$ cat src/rtl/cba_pkg.sv
// rtl/cba_pkg.sv - shared types and elaboration helpers for the block-serial carry-bypass adder
package cba_pkg;

  typedef enum logic [1:0] {
    ST_IDLE = 2'd0,
    ST_RUN  = 2'd1,
    ST_DONE = 2'd2
  } cba_state_t;

  // Number of bypass blocks, which is also the number of RUN cycles per operation.
  function automatic int cba_nblk(input int width, input int block);
    return width / block;
  endfunction

  // skip_cnt must be able to hold every value from 0 up to NBLK inclusive.
  function automatic int cba_cnt_w(input int width, input int block);
    return $clog2((width / block) + 1);
  endfunction

  // Legal only when BLOCK is non-zero and tiles WIDTH exactly.
  function automatic bit cba_params_ok(input int width, input int block);
    return (block >= 1) && (width >= block) && ((width % block) == 0);
  endfunction

endpackage

$ cat src/rtl/cba_block.sv
// rtl/cba_block.sv - combinational BLOCK-bit carry-bypass slice (CBA_OVF_EN adds msb_cin)
module cba_block #(
  parameter int BLOCK = 4
) (
  input  logic [BLOCK-1:0] a,
  input  logic [BLOCK-1:0] b,
  input  logic             cin,
  output logic [BLOCK-1:0] sum,
  output logic             cout,
  output logic             bypass
`ifdef CBA_OVF_EN
  ,
  output logic             msb_cin
`endif
);

  logic [BLOCK-1:0] p;
  logic [BLOCK-1:0] g;
  logic [BLOCK:0]   c;

  // Ripple the slice from cin; when every bit propagates the bypass path forwards cin directly.
  always_comb begin
    p    = a ^ b;
    g    = a & b;
    c    = '0;
    c[0] = cin;
    for (int i = 0; i < BLOCK; i++) begin
      sum[i]   = p[i] ^ c[i];
      c[i+1]   = g[i] | (p[i] & c[i]);
    end
    bypass = &p;
    cout   = bypass ? cin : c[BLOCK];
  end

`ifdef CBA_OVF_EN
  assign msb_cin = c[BLOCK-1];
`endif

endmodule

$ cat src/rtl/carry_bypass_adder_seq.sv
// rtl/carry_bypass_adder_seq.sv - block-serial carry-bypass adder, one slice per clock (CBA_OVF_EN adds ovf)
module carry_bypass_adder_seq
  import cba_pkg::*;
#(
  parameter  int WIDTH = 16,
  parameter  int BLOCK = 4,
  localparam int NBLK  = cba_nblk(WIDTH, BLOCK),
  localparam int CNT_W = cba_cnt_w(WIDTH, BLOCK)
) (
  input  logic             clk,
  input  logic             rst_n,
  input  logic             start,
  input  logic [WIDTH-1:0] a,
  input  logic [WIDTH-1:0] b,
  input  logic             c_in,
  output logic             busy,
  output logic             done,
  output logic [WIDTH-1:0] sum,
  output logic             c_out,
  output logic [CNT_W-1:0] skip_cnt
`ifdef CBA_OVF_EN
  ,
  output logic             ovf
`endif
);

  localparam int IDX_W = (NBLK > 1) ? $clog2(NBLK) : 1;

  if (!cba_params_ok(WIDTH, BLOCK)) begin : g_bad_params
    $error("carry_bypass_adder_seq: WIDTH must be a positive multiple of BLOCK");
  end

  cba_state_t       state_q, state_d;
  logic [WIDTH-1:0] a_w_q, a_w_d;
  logic [WIDTH-1:0] b_w_q, b_w_d;
  logic [WIDTH-1:0] sum_w_q, sum_w_d;
  logic             carry_w_q, carry_w_d;
  logic [CNT_W-1:0] skip_w_q, skip_w_d;
  logic [IDX_W-1:0] idx_q, idx_d;
  logic [WIDTH-1:0] sum_q, sum_d;
  logic             c_out_q, c_out_d;
  logic [CNT_W-1:0] skip_cnt_q, skip_cnt_d;

  logic [BLOCK-1:0] blk_a, blk_b, blk_sum;
  logic             blk_cout, blk_bypass;
  int               idx_int;
  logic             last_blk;

`ifdef CBA_OVF_EN
  logic ovf_q, ovf_d;
  logic blk_msb_cin;
`endif

  assign idx_int  = int'(idx_q);
  assign last_blk = (idx_q == IDX_W'(NBLK - 1));
  assign blk_a    = a_w_q[idx_int*BLOCK +: BLOCK];
  assign blk_b    = b_w_q[idx_int*BLOCK +: BLOCK];

  cba_block #(.BLOCK(BLOCK)) u_blk (
    .a      (blk_a),
    .b      (blk_b),
    .cin    (carry_w_q),
    .sum    (blk_sum),
    .cout   (blk_cout),
    .bypass (blk_bypass)
`ifdef CBA_OVF_EN
    ,
    .msb_cin(blk_msb_cin)
`endif
  );

  // Next-state and datapath: accept in IDLE/DONE, walk one slice per RUN cycle, publish on the last slice.
  always_comb begin
    state_d    = state_q;
    a_w_d      = a_w_q;
    b_w_d      = b_w_q;
    sum_w_d    = sum_w_q;
    carry_w_d  = carry_w_q;
    skip_w_d   = skip_w_q;
    idx_d      = idx_q;
    sum_d      = sum_q;
    c_out_d    = c_out_q;
    skip_cnt_d = skip_cnt_q;
`ifdef CBA_OVF_EN
    ovf_d      = ovf_q;
`endif
    case (state_q)
      ST_IDLE, ST_DONE: begin
        if (start) begin
          state_d   = ST_RUN;
          a_w_d     = a;
          b_w_d     = b;
          carry_w_d = c_in;
          skip_w_d  = '0;
          sum_w_d   = '0;
          idx_d     = '0;
        end else begin
          state_d = ST_IDLE;
        end
      end
      ST_RUN: begin
        sum_w_d[idx_int*BLOCK +: BLOCK] = blk_sum;
        carry_w_d = blk_cout;
        skip_w_d  = skip_w_q + CNT_W'(blk_bypass);
        idx_d     = idx_q + IDX_W'(1);
        if (last_blk) begin
          state_d    = ST_DONE;
          idx_d      = '0;
          sum_d      = sum_w_d;
          c_out_d    = blk_cout;
          skip_cnt_d = skip_w_d;
`ifdef CBA_OVF_EN
          ovf_d      = blk_msb_cin ^ blk_cout;
`endif
        end
      end
      default: state_d = ST_IDLE;
    endcase
  end

  // State and result registers; reset aborts any operation in flight.
  always_ff @(posedge clk or negedge rst_n) begin
    if (!rst_n) begin
      state_q    <= ST_IDLE;
      a_w_q      <= '0;
      b_w_q      <= '0;
      sum_w_q    <= '0;
      carry_w_q  <= 1'b0;
      skip_w_q   <= '0;
      idx_q      <= '0;
      sum_q      <= '0;
      c_out_q    <= 1'b0;
      skip_cnt_q <= '0;
`ifdef CBA_OVF_EN
      ovf_q      <= 1'b0;
`endif
    end else begin
      state_q    <= state_d;
      a_w_q      <= a_w_d;
      b_w_q      <= b_w_d;
      sum_w_q    <= sum_w_d;
      carry_w_q  <= carry_w_d;
      skip_w_q   <= skip_w_d;
      idx_q      <= idx_d;
      sum_q      <= sum_d;
      c_out_q    <= c_out_d;
      skip_cnt_q <= skip_cnt_d;
`ifdef CBA_OVF_EN
      ovf_q      <= ovf_d;
`endif
    end
  end

  assign busy     = (state_q == ST_RUN);
  assign done     = (state_q == ST_DONE);
  assign sum      = sum_q;
  assign c_out    = c_out_q;
  assign skip_cnt = skip_cnt_q;
`ifdef CBA_OVF_EN
  assign ovf      = ovf_q;
`endif

endmodule

$ cat config.mk
export PLATFORM = sky130hd
export DESIGN_NAME = carry_bypass_adder_seq
export DESIGN_NICKNAME = d
export VERILOG_FILES = /design/src/rtl/cba_pkg.sv /design/src/rtl/cba_block.sv /design/src/rtl/carry_bypass_adder_seq.sv
export SDC_FILE = /design/constraint.sdc
export NUM_CORES = 1
export LEC_CHECK = 0
export BUFFER_PORTS_ARGS = -buffer_cell sky130_fd_sc_hd__buf_2
export CORE_ASPECT_RATIO = 0.9
export CORE_MARGIN = 2
export CORE_UTILIZATION = 51
export CTS_CLUSTER_SIZE = 16
export DETAILED_ROUTE_END_ITERATION = 6
export PLACE_DENSITY = 0.76
export SYNTH_ARGS = -nofsm -noshare
export SYNTH_HDL_FRONTEND = slang
export SYNTH_SLANG_ARGS = --single-unit
$ cat constraint.sdc
create_clock -name clk -period 3 [get_ports clk]
set_clock_uncertainty 0.2 [all_clocks]
set_input_delay 0.6 -clock clk [delete_from_list [all_inputs] [get_ports clk]]
set_output_delay 0.6 -clock clk [all_outputs]
set_load 0.02 [all_outputs]
# Yosys cells after proc, flatten, opt, wreduce, memory -nomap -nowiden
# Cells that the tools add are included.
[classes] bitwise=14 shifts=4 add_sub_neg=3 eq_ne=5 n_reduce_logical=7 muxes=14
[ops] cell="4-bit negation with 33-bit output" count=1
[ops] cell="4-bit by 33-bit variable shift with 16-bit output, first input constant" count=1
[ops] cell="4-bit by 33-bit variable part select with 16-bit output" count=1
[ops] cell="16-bit one-hot mux with 2 select lines" count=1
[ops] cell="16-bit by 5-bit variable part select with 4-bit output" count=2
[ops] cell="16-bit bitwise mux" count=1
[ops] cell="16-bit two-way mux" count=1
[ops] cell="2-bit one-hot mux with 2 select lines" count=2
[ops] cell="2-bit two-way mux" count=3
[ops] cell="3-bit one-hot mux with 2 select lines" count=1
[ops] cell="2-bit AND reduction" count=3
[ops] cell="1-bit bitwise AND" count=4
[ops] cell="4-bit bitwise AND" count=1
[ops] cell="2-bit equality test, second input constant" count=2
[ops] cell="1-bit OR" count=4
[ops] cell="4-bit AND reduction" count=1
[ops] cell="1-bit XOR" count=4
[ops] cell="4-bit XOR" count=1
[ops] cell="3-bit by 1-bit adder with 3-bit output" count=1
[ops] cell="1-bit two-way mux" count=3
[ops] cell="3-bit two-way mux" count=1
[ops] cell="2-bit by 1-bit adder with 2-bit output, second input constant" count=1
[ops] cell="2-bit by 1-bit equality test with 1-bit output, second input constant" count=1
[ops] cell="2-bit logical NOT" count=1
[ops] cell="5 further kinds" count=5
[totals] output_inout_bits=22 register_bits=76

# Depth between registers and ports, before layout
# Gate-level depths: netlist of the first run.
[logic_depth] depth_word=12 depth_mapped=11 depth_no_buf=9

# By module
# Synthesis of the first run repeated with hierarchy kept, for this count alone.
[unflattened] hier_cells=345 hier_area_um2=3671.0
[modules_own_cells] module="carry_bypass_adder_seq" seq_area_each_um2=1901.8 instances=1 cells_per_inst=326 area_per_inst_um2=3485.8
[modules_own_cells] module="cba_block" seq_area_each_um2=0.0 instances=1 cells_per_inst=19 area_per_inst_um2=185.2

# Least setup slack after synthesis of the first run
# No wires, ideal clock.
[synth_timing] kind="register -> register" from="reg idx_q[0]" to="reg sum_w_q[11]" required_ps=2678 arrival_time_ps=2818 path_stages_with_launch=11 setup_time_ps=122 setup_slack_ps=-140 synth_period_minus_slack_ps=3140 cell_sequence="dfrtp_1 -> buf_6 -> mux4_1 -> fa_1 -> inv_1 -> fa_1 -> fa_1 -> inv_1 -> fa_1 -> buf_2 -> a32o_1"
[synth_via] elab_chain_cells=12 word_cells_on_any_way=19 cone_classes="add/sub (1); shift (4); mux (2); bitwise (12)"
[synth_lines] element="start, declared" line="carry_bypass_adder_seq.sv:39" source="logic [IDX_W-1:0] idx_q, idx_d;"
[synth_lines] element="start signal, assigned" line="carry_bypass_adder_seq.sv:144" source="idx_q <= idx_d;"
[synth_lines] element="16-bit by 5-bit variable part select with 4-bit output (on tied branches)" line="carry_bypass_adder_seq.sv:56, carry_bypass_adder_seq.sv:57"
[synth_lines] element="4-bit XOR" line="cba_block.sv:23" source="p = a ^ b;"
[synth_lines] element="1-bit bitwise AND" line="cba_block.sv:29" source="c[i+1] = g[i] | (p[i] & c[i]);"
[synth_lines] element="1-bit OR" line="cba_block.sv:29"
[synth_lines] element="1-bit bitwise AND" line="cba_block.sv:29"
[synth_lines] element="1-bit OR" line="cba_block.sv:29"
[synth_lines] element="1-bit bitwise AND" line="cba_block.sv:29"
[synth_lines] element="1-bit OR" line="cba_block.sv:29"
[synth_lines] element="1-bit XOR" line="cba_block.sv:28" source="sum[i] = p[i] ^ c[i];"
[synth_lines] element="4-bit by 33-bit variable part select with 16-bit output" line="carry_bypass_adder_seq.sv:102" source="sum_w_d[idx_int*BLOCK +: BLOCK] = blk_sum;"
[synth_lines] element="16-bit bitwise mux (*)" line="carry_bypass_adder_seq.sv:102"
[synth_lines] element="16-bit one-hot mux with 2 select lines (*)" line="carry_bypass_adder_seq.sv:87" source="case (state_q)"
[synth_lines] element="end signal, assigned" line="carry_bypass_adder_seq.sv:141" source="sum_w_q <= sum_w_d;"
[synth_lines] element="end, declared" line="carry_bypass_adder_seq.sv:36" source="logic [WIDTH-1:0] sum_w_q, sum_w_d;"
# Mark *: on every way between the ends. The rest lies on a longest branch, timed or not.
# A chain may end at the register's enable or synchronous reset.

# Final worst setup path of the first run
[layout_timing] from="reg idx_q[0]" to="reg sum_q[11], in the netlist sum[11]"
[layout_via] elab_chain_cells=11 word_cells_on_any_way=20 cone_classes="add/sub (1); eq/ne (1); shift (4); mux (1); bitwise (12); reduce/logical (1)"
[layout_lines] element="16-bit by 5-bit variable part select with 4-bit output (on tied branches)" line="carry_bypass_adder_seq.sv:56, carry_bypass_adder_seq.sv:57"
[layout_lines] element="4-bit XOR" line="cba_block.sv:23"
[layout_lines] element="1-bit bitwise AND" line="cba_block.sv:29"
[layout_lines] element="1-bit OR" line="cba_block.sv:29"
[layout_lines] element="1-bit bitwise AND" line="cba_block.sv:29"
[layout_lines] element="1-bit OR" line="cba_block.sv:29"
[layout_lines] element="1-bit bitwise AND" line="cba_block.sv:29"
[layout_lines] element="1-bit OR" line="cba_block.sv:29"
[layout_lines] element="1-bit XOR" line="cba_block.sv:28"
[layout_lines] element="4-bit by 33-bit variable part select with 16-bit output" line="carry_bypass_adder_seq.sv:102"
[layout_lines] element="16-bit bitwise mux" line="carry_bypass_adder_seq.sv:102"
[layout_lines] element="end signal, assigned" line="carry_bypass_adder_seq.sv:145" source="sum_q <= sum_d;"
[layout_lines] element="end, declared" line="carry_bypass_adder_seq.sv:40" source="logic [WIDTH-1:0] sum_q, sum_d;"
# Several ways; a longest one is shown, not always the timed one.

==> results of run 1 <==
==> state kept, by name, indices dropped and copies added (netlist names) <==
signal and count:
idx_q 2, sum 16, c_out 1, skip_cnt 3
a_w_q 16, carry_w_q 1, skip_w_q 3, b_w_q 16
sum_w_q 16, state_q 2
==> Yosys cell counts <==
cell,n,share of area [%]
o21ai_0,19,2.6
xnor2_1,1,0.24
inv_1,13,1.3
a22o_1,11,2.6
nand2b_2,1,0.24
o31ai_1,1,0.20
ha_1,12,4.1
mux2i_4,4,2.4
a21oi_1,16,2.2
a32o_1,8,2.2
buf_4,1,0.20
nand4_1,1,0.17
a221o_1,1,0.27
mux2_4,1,0.41
buf_2,16,2.2
nor2b_1,16,2.7
nor2b_4,1,0.37
mux2_2,2,0.61
nand2_1,115,12
and2b_1,1,0.20
mux4_1,8,5.7
dfrtp_1,76,51
and4b_1,1,0.27
mux2i_1,3,0.81
buf_6,2,0.61
nand3_1,1,0.14
nand3b_1,1,0.20
clkbuf_1,3,0.30
and3_1,1,0.17
and4bb_2,3,1.0
nor2_1,3,0.30
fa_1,4,2.2
nand2b_1,1,0.17
==> routing by layer <==
layer	vias up	track usage [%]	wire [um]
li1	1285	-	-
met1	1273	28.70	3356
met2	87	33.31	3598
met3	15	5.206	400
met4	0	8.037	140
met5	-	0	0
==> layout make-up <==
class | count | share of cell area, %
clock buffer | 12 | 3.364
multi-input combinational | 237 | 37.79
tap | 93 | 2.697
sequential | 76 | 44.11
timing repair buffer | 72 | 9.223
inverter | 13 | 1.131
clock inverter | 4 | 1.682
==> logic make-up (layout without fill, tap and decap cells) <==
group | Yosys count | after routing | synth area share [%]
DFF | 76 | 76 | 51.40
and+or+nand+nor | 146 | 146 | 17.62
xor gates and xnor gates | 1 | 1 | 0.2368
buffers and inverters | 35 | 101 | 4.599
muxes | 18 | 18 | 9.942
adders and majority gates | 16 | 16 | 6.223
AOI/OAI and AO/OA | 56 | 56 | 9.976
==> how the worst min path moves through the flow <==
stage,cells after the start,endpoint,slack (ns),from
after floorplan,0,a_w_q[0]$_DFFE_PN0P_,0.10,rst_n
after CTS,1,a_w_q[10]$_DFFE_PN0P_,0.07,rst_n
final,1,a_w_q[10]$_DFFE_PN0P_,0.07,rst_n
after detailed placement,2,a_w_q[14]$_DFFE_PN0P_,0.26,a_w_q[14]$_DFFE_PN0P_
after global placement,2,b_w_q[9]$_DFFE_PN0P_,0.25,b_w_q[9]$_DFFE_PN0P_
after global routing,1,a_w_q[10]$_DFFE_PN0P_,0.11,rst_n
==> what timing repair did <==
item,4_1_cts,5_1_grt
hold buffers,0,0
endpoints found under the setup margin,8,11
pin swaps,2,5
hold endpoints to repair,0,0
buffers inserted,1,1
gates resized for setup,9,3
==> placed cells by master, fill, tap and decap left out, types with 8 or more instances in the layout <==
cell type and instances:
ha_1 12, buf_2 57, o21ai_0 15, a22o_1 11, a21oi_1 14, clkbuf_8 10
inv_1 11, buf_4 15, nor2b_1 16, a32o_1 8, nand2_1 115, dfrtp_1 75
==> report_power, final <==
group	switching (mW)	total (mW)	internal, mW	leakage, nW
Sequential	0.231	1.65	1.42	0.994
Clock	0.375	0.866	0.491	0.107
Combinational	1.58	2.66	1.08	1.14
==> stage by stage <==
step | TNS [ns] | cells | worst slack [ns] | area (um^2)
floorplan | 0 | 348 | 0.006941 | 3706
global placement | 0 | 489 | 0.0008558 | 4076
detailed placement | -0.5725 | 489 | -0.1596 | 4076
CTS | -0.04664 | 506 | -0.02469 | 4300
global route | -0.6252 | 507 | -0.1187 | 4314
finish | -0.006771 | 507 | -0.006771 | 4314
==> reports/results.ini, run 1 <==
[outcome]
outcome = finished with violations
violations = setup timing

[pwr]
p_leak_nw = 2.237
power_mw = 5.170
irDropWorstVdd_mv = 0.7152
powerDensity_nw_per_um2 = 1198

[floorplanning]
initial_core_util_pct = 52.56
num_io_pins = 58
coreArea_um2 = 7039
dieArea_um2 = 7953
fp.dieW_um = 93.78
die_h_um = 84.80
num_rows = 29

[route]
drtIter0Drc = 165
num_vias = 2660
drtPass1Iterations = 5
drc = 0
wl_um = 7496
viasPerCell = 5.247
antenna_left = 0
drt-wirelength-per-cell_um = 14.79

[clocking]
cts_buffer_depth = 2
cts_buffers = 9
cts_tree = done
root_buffer = clkbuf_8
clock_latency_ns = 0.36
cts.sinks = 76
htree_levels = 3
path_clk_slew_ns = 0.08

[critical_path]
critPathKind = reg2reg
crit_cells = 9
crit_required_ns = 3.07
r2r_end = sum[11]$_DFFE_PN0P_
crit_path_start = idx_q[0]$_DFFE_PN0P_
path_common_cell = fa_2
slowest_delay_ns = 0.66
slowest_stage = fa_2
path_cells = mux4_2, fa_2, inv_2, fa_2, fa_2, inv_2, fa_2, a21oi_2, o21ai_1
cp.arrival_ns = 3.08
crit_path_end_kind = register
reg2regPathDepth = 9
cp_max_fo = 8
cp-start-kind = register
critPathTopFamily = adder cells
endpoint = sum[11]$_DFFE_PN0P_
r2r_start = idx_q[0]$_DFFE_PN0P_
rrSetupSlack_ns = -0.007
crit_buf_inv = 2

[timing]
setup_slack_ns = -0.006771
final_max_slew_viol_count = 0
finalHoldViolations = 0
rsz0062_at_grt = yes
max_freq_ghz = 0.3326
worst_slew_pin_slew_ns = 0.6478
setup-violations-final = 1
max_slew_margin_pct = 56.81
fin_crit_sh_pct = 100.2
hold_ws_ns = 0.06610
finalCriticalPeriod_ns = 3.007

[placement]
routabilityCongestion = 0.8255
port_buffers = 57
dp_hpwl_um = 5407

[synth]
yosysSeqAreaShare_pct = 51.40
yosys_warnings = 0
netlist_instances = 348
synth-seq-cells = 76
syn_nets = 400
yosysUniqueCellTypes = 33
avgSynthCellArea_um2 = 10.63
netlist_area_um2 = 3700

[final_layout]
drive_gt1_share_pct = 26.81
multi_input_area_um2 = 1630
synthToLayoutAreaGrowth_pct = 16.60
nFillCells = 593
nets = 461
fin_util_pct = 61.29
diodes = 0
layout.area.seq_um2 = 1903

[flow_run]
drv_cap = 0

[global_route]
grt_usage_pct = 21.21
grt_max_degree = 35
grt_pass1_vias = 2621
overflow = 0
antenna_found_initial = 0
grt_pass1_wl_um = 12830

[worst_hold_path]
hold_path_class = in2async

Power figures use the tool's default switching activity.
==> inputs of run 2 (changes only) <==
--- a/config.mk
+++ b/config.mk
@@ -8,10 +8,10 @@
 export BUFFER_PORTS_ARGS = -buffer_cell sky130_fd_sc_hd__buf_2
 export CORE_ASPECT_RATIO = 0.9
 export CORE_MARGIN = 2
-export CORE_UTILIZATION = 51
+export CORE_UTILIZATION = 56
 export CTS_CLUSTER_SIZE = 16
 export DETAILED_ROUTE_END_ITERATION = 6
-export PLACE_DENSITY = 0.76
+export PLACE_DENSITY = 0.79
 export SYNTH_ARGS = -nofsm -noshare
 export SYNTH_HDL_FRONTEND = slang
 export SYNTH_SLANG_ARGS = --single-unit
==> constraint.sdc (replaced) <==
create_clock -name clk -period 3.2 [get_ports clk]
set_clock_uncertainty 0.2 [all_clocks]
set_input_delay 0.64 -clock clk [delete_from_list [all_inputs] [get_ports clk]]
set_output_delay 0.64 -clock clk [all_outputs]
set_load 0.02 [all_outputs]
==> run 2 against run 1 <==
  * Count of clock-buffer cells in the layout fell by 2
  * Final cell count fell by 1.4%
  * Sequential share of layout area rose by 0.14 points
  * The flow finishes with violations (hold timing)
  * Clock power fell by 5.8%
==> reports/results.ini, run 2 (synthesis gave the netlist of run 1 again) <==
[critical_path]
crit_path_start = idx_q[0]$_DFFE_PN0P_
critPathTopFamily = adder cells
critPathKind = reg2reg
crit_required_ns = 3.26
cp.arrival_ns = 3.13
crit_path_end_kind = register
reg2regPathDepth = 9
crit_buf_inv = 2
slowest_stage = fa_2
slowest_delay_ns = 0.68
path_common_cell = fa_1
cp-start-kind = register
r2r_end = sum[11]$_DFFE_PN0P_
cp_max_fo = 8
path_cells = mux4_2, fa_1, inv_1, fa_1, fa_1, inv_1, fa_2, a21oi_2, o21ai_1
rrSetupSlack_ns = 0.13
r2r_start = idx_q[0]$_DFFE_PN0P_

[final_layout]
drive_gt1_share_pct = 25.12
layout.area.seq_um2 = 1903
nets = 457
stdcell_area_um2 = 4300
multi_input_area_um2 = 1627
most-common-layout-cells = nand2_1, dfrtp_1, buf_2, o21ai_0, nor2b_1
diodes = 0
synthToLayoutAreaGrowth_pct = 16.23
nFillCells = 506
layout.cells.non_filler = 500
final_common_cell = nand2_1

[timing]
max_freq_ghz = 0.3259
finalCriticalPeriod_ns = 3.068
setup-violations-final = 0
finalHoldViolations = 6
hold_ws_ns = -0.004887
worst_slew_pin_slew_ns = 0.6594
max_slew_margin_pct = 55.94
final_max_slew_viol_count = 0
fin_crit_sh_pct = 95.88
rsz0062_at_grt = no

[route]
drc = 0
drt-wirelength-per-cell_um = 15.44
wl_um = 7721
drtIter0Drc = 167
num_vias = 2671
antenna_left = 0
drtPass1Iterations = 4
viasPerCell = 5.342

[worst_hold_path]
hold_path_class = in2async

[floorplanning]
dieArea_um2 = 7274
num_io_pins = 58
die_h_um = 81.11
coreArea_um2 = 6481
num_rows = 28
initial_core_util_pct = 57.08
fp.dieW_um = 89.68

[clocking]
clock_latency_ns = 0.35
htree_levels = 3
cts_tree = done
cts.sinks = 76
root_buffer = clkbuf_8
cts_hold_buf = 0
cts_buffer_depth = 2
cts_buffers = 9
path_clk_slew_ns = 0.08

[pwr]
powerDensity_nw_per_um2 = 1119
irDropWorstVdd_mv = 0.6143
p_leak_nw = 2.231

[placement]
place_area_um2 = 4064
placedCellCount = 483
dp_hpwl_um = 5453
port_buffers = 57
routabilityCongestion = 0.8669

[outcome]
violations = hold timing
outcome = finished with violations

[global_route]
overflow = 0
grt_pass1_wl_um = 13010
grt_pass1_vias = 2679
antenna_found_initial = 0
grt_usage_pct = 23.91
grt_max_degree = 37

[flow_run]
drv_cap = 0

## run 2: how the worst max path moves through the flow
stage	depth (start not counted)	end	slack (ns)
floorplan	10	sum_w_q[11]$_DFFE_PN0P_	0.06
global placement	9	sum[11]$_DFFE_PN0P_	0.14
detailed placement	9	sum[11]$_DFFE_PN0P_	-0.03
CTS	9	sum[11]$_DFFE_PN0P_	0.02
global route	9	sum[7]$_DFFE_PN0P_	0.0004
finish	9	sum[11]$_DFFE_PN0P_	0.13
## run 2: through the flow
step                setup WS, ns  utilization [%]   TNS, ns  power (mW)
floorplan                0.06020                -         0       3.215
global placement          0.1359            62.70         0       3.802
detailed placement      -0.02740            62.70  -0.02740       3.923
CTS                      0.02368            66.22         0       4.769
global route           0.0004337            66.35         0       5.138
finish                    0.1320            66.35         0       4.813
## run 2: layer usage
| layer | wire, um | up-vias | global-route usage, % |
|---|---|---|---|
| li1 | - | 1281 | - |
| met1 | 3373 | 1315 | 30.75 |
| met2 | 3939 | 70 | 39.34 |
| met3 | 360 | 5 | 6.402 |
| met4 | 46 | 0 | 7.910 |
| met5 | 0 | - | 0 |
## run 2: where the power goes
| part | leakage (nW) | internal, mW | switching, mW |
|---|---|---|---|
| sequential | 0.994 | 1.33 | 0.220 |
| clock | 0.105 | 0.458 | 0.358 |
| combinational | 1.13 | 0.953 | 1.50 |
## run 2: layout make-up
class	instances	area share [%]
inverters	13	1.135
clock inverters	6	2.037
multi-input cells	237	37.82
flip-flops and latches	76	44.25
clock buffers	10	3.200
repair buffers	68	8.932
well taps	90	2.619
## run 2: what timing repair did
item	in CTS	in global routing
pin swaps	0	1
buffers inserted	0	1
endpoints found under the setup margin	1	4
gates resized for setup	1	9
==> inputs of run 3 (changes only) <==
--- a/config.mk
+++ b/config.mk
@@ -14,4 +14,5 @@
 export PLACE_DENSITY = 0.79
 export SYNTH_ARGS = -nofsm -noshare
 export SYNTH_HDL_FRONTEND = slang
+export SYNTH_HIERARCHICAL = 1
 export SYNTH_SLANG_ARGS = --single-unit
==> run 3 against run 2 <==
  * The flow now finishes without violations
  * Worst hold slack gained 0.078 ns
  * Die area down 0.74%
  * Combinational power rose by 14%
  * Final cell count is 0.40% higher
  * Routed wire length increased by 1.8%
  * Cell area grew 0.12%
  * Clock power decreased by 3.7%
  * Critical path type unchanged
==> reports/results.ini, run 3 <==
[flow_run]
drv_cap = 0

[global_route]
grt_pass1_vias = 2728
grt_usage_pct = 24.42
antenna_found_initial = 0
overflow = 0
grt_pass1_wl_um = 13140
grt_max_degree = 36

[synth]
yosysSeqAreaShare_pct = 51.81
synth_ff_type = dfrtp_1
synth-simple-area-share_pct = 18.40
ys_async_sr_fraction_pct = 100.0
yosysUniqueCellTypes = 39
synthMuxAreaShare_pct = 9.543
yosys_warnings = 6
synth_top_cell_area_share_pct = 51.81
synth_compound_area_share_pct = 9.202
netlist_instances = 345
syn_nets = 397
synthAdderAreaFrac_pct = 6.271
synth-seq-cells = 76
synth_top_cells_by_count = nand2_1, dfrtp_1, a32o_1
yosysTopAreaCell = dfrtp_1
synth_edf_count = 0
netlist_area_um2 = 3671
avgSynthCellArea_um2 = 10.64
synth_top_family_by_area = simple AND/OR/NAND/NOR gates
synth_area_leaders = dfrtp_1, nand2_1, a32o_1, ha_1, mux2i_1
synth_xor_area_share_pct = 0.2386
synth.most_common_cell = nand2_1

[clocking]
cts_tree = done
cts_buffers = 9
path_clk_slew_ns = 0.08
cts_buffer_depth = 2
htree_levels = 3
clock_latency_ns = 0.36
cts.sinks = 76
cts_hold_buf = 0
root_buffer = clkbuf_8

[timing]
max_slew_margin_pct = 61.24
fin_crit_sh_pct = 98.62
finalHoldViolations = 0
setup-violations-final = 0
rsz0062_at_grt = yes
finalCriticalPeriod_ns = 3.156
final_max_slew_viol_count = 0
worst_slew_pin_slew_ns = 0.5814
max_freq_ghz = 0.3169

[route]
wl_um = 7860
drc = 0
drt-wirelength-per-cell_um = 15.66
antenna_left = 0
viasPerCell = 5.498
drtPass1Iterations = 4
drtIter0Drc = 158
num_vias = 2760

[pwr]
powerDensity_nw_per_um2 = 1199
power_frac_seq_pct = 30.8
combinationalPowerShare_pct = 54.0
switching_power_mw = 2.230
power_mw = 5.161
irDropWorstVdd_mv = 0.6068
power.internal_mw = 2.931
sw_frac_of_total_pct = 43.21
p_leak_nw = 2.172
power_frac_clock_pct = 15.2

[final_layout]
nFillCells = 504
final_common_cell = nand2_1
drive_gt1_share_pct = 27.47
nets = 462
diodes = 0
stdcell_area_um2 = 4305
layout.area.seq_um2 = 1903
most-common-layout-cells = nand2_1, dfrtp_1, buf_2, buf_4, a32o_1
multi_input_area_um2 = 1603
synthToLayoutAreaGrowth_pct = 17.28

[placement]
port_buffers = 57
dp_hpwl_um = 5393
place_area_um2 = 4050
routabilityCongestion = 0.8605

[floorplanning]
num_rows = 27
coreArea_um2 = 6216
die_h_um = 80.81
dieArea_um2 = 7220
initial_core_util_pct = 59.06
num_io_pins = 58
fp.dieW_um = 89.35

[critical_path]
r2r_end = sum[7]$_DFFE_PN0P_
cp.arrival_ns = 3.24
slowest_stage = mux4_2
rrSetupSlack_ns = 0.04
reg2regPathDepth = 11
cp_max_fo = 5
slowest_delay_ns = 0.56
r2r_start = idx_q[0]$_DFFE_PN0P_
critPathKind = reg2reg
crit_required_ns = 3.28
cp-start-kind = register
critPathTopFamily = adder cells
crit_path_end_kind = register
path_common_cell = inv_2
path_cells = mux4_2, inv_2, fa_1, inv_1, fa_2, fa_2, inv_2, fa_1, inv_2, nand4_1, a31oi_1
crit_buf_inv = 4

[worst_hold_path]
hold_path_class = in2async

[outcome]
outcome = finished clean

==> run 3: cell types whose count changed in the layout (fill, tap and decap cells not counted), moves of 7 or more <==
cell and change:
a22o_1 -8, a32o_1 +8, buf_4 +8, mux2i_1 +8, nand2_1 -11, nor2_1 +10, nor2b_1 -7, o21ai_0 -12
==> run 3: area by class of cell <==
type / instances / area share [%]
clock buffer: 12 / 3.139
clock inverter: 4 / 1.715
inverter: 13 / 1.133
multi-input combinational: 235 / 37.23
sequential: 76 / 44.20
tap: 87 / 2.528
timing repair buffer: 75 / 10.06
==> run 3: stage by stage <==
stage               hold slack (ns)  instances  setup TNS, ns  setup WS [ns]  utilization (%)
floorplan                    0.1444        345              0       0.008790                -
global placement             0.2534        480              0       0.006116            65.16
detailed placement           0.2592        480        -0.3004        -0.1273            65.16
CTS                         0.08019        501              0        0.02078            69.10
global route                 0.1026        502        -0.1282       -0.07537            69.26
finish                      0.07355        502              0        0.04424            69.26
==> run 3: power groups by stage <==
stage	logic (mW)	registers, mW	clock network, mW
final	2.79	1.59	0.786
after CTS	2.70	1.59	0.795
after detailed placement	2.48	1.61	0
after floorplan	1.70	1.68	0
after global placement	2.40	1.59	0
after global routing	3.05	1.65	0.837
==> run 3: how the worst max path moves through the flow <==
stage,end,startpoint,cells past startpoint
floorplan,sum[7]$_DFFE_PN0P_,idx_q[0]$_DFFE_PN0P_,12
global placement,sum[7]$_DFFE_PN0P_,idx_q[0]$_DFFE_PN0P_,11
detailed placement,sum[7]$_DFFE_PN0P_,idx_q[0]$_DFFE_PN0P_,11
CTS,sum[7]$_DFFE_PN0P_,idx_q[0]$_DFFE_PN0P_,11
global route,sum[7]$_DFFE_PN0P_,idx_q[0]$_DFFE_PN0P_,11
finish,sum[7]$_DFFE_PN0P_,idx_q[0]$_DFFE_PN0P_,11
==> run 3: cells by family after synthesis <==
logic type | after synthesis
AOI/OAI and AO/OA | 46
buffers and inverters | 34
adders and majority gates | 16
muxes | 23
and+or+nand+nor | 149
xor gates and xnor gates | 1
DFF | 76
==> run 3: repair_timing <==
action	in CTS	in global routing
pin swaps	1	2
endpoints found under the setup margin	8	8
setup buffers	5	1
gates resized for setup	4	3
==> run 3: worst reg2reg max path: stages, from the launching register on <==
cell and delay, ns:
dfrtp_2 0.43, mux4_2 0.56, inv_2 0.08, fa_1 0.16, inv_1 0.05, fa_2 0.34, fa_2 0.35, inv_2 0.06
fa_1 0.44, inv_2 0.13, nand4_1 0.11, a31oi_1 0.18
==> run 3: metal layers <==
layer,global-route usage (%),share of wire (%),vias up
met5,0,0,-
met4,9.851,2.5,0
met3,6.199,5.9,22
met2,37.70,47,91
met1,33.33,45,1340
li1,-,-,1307
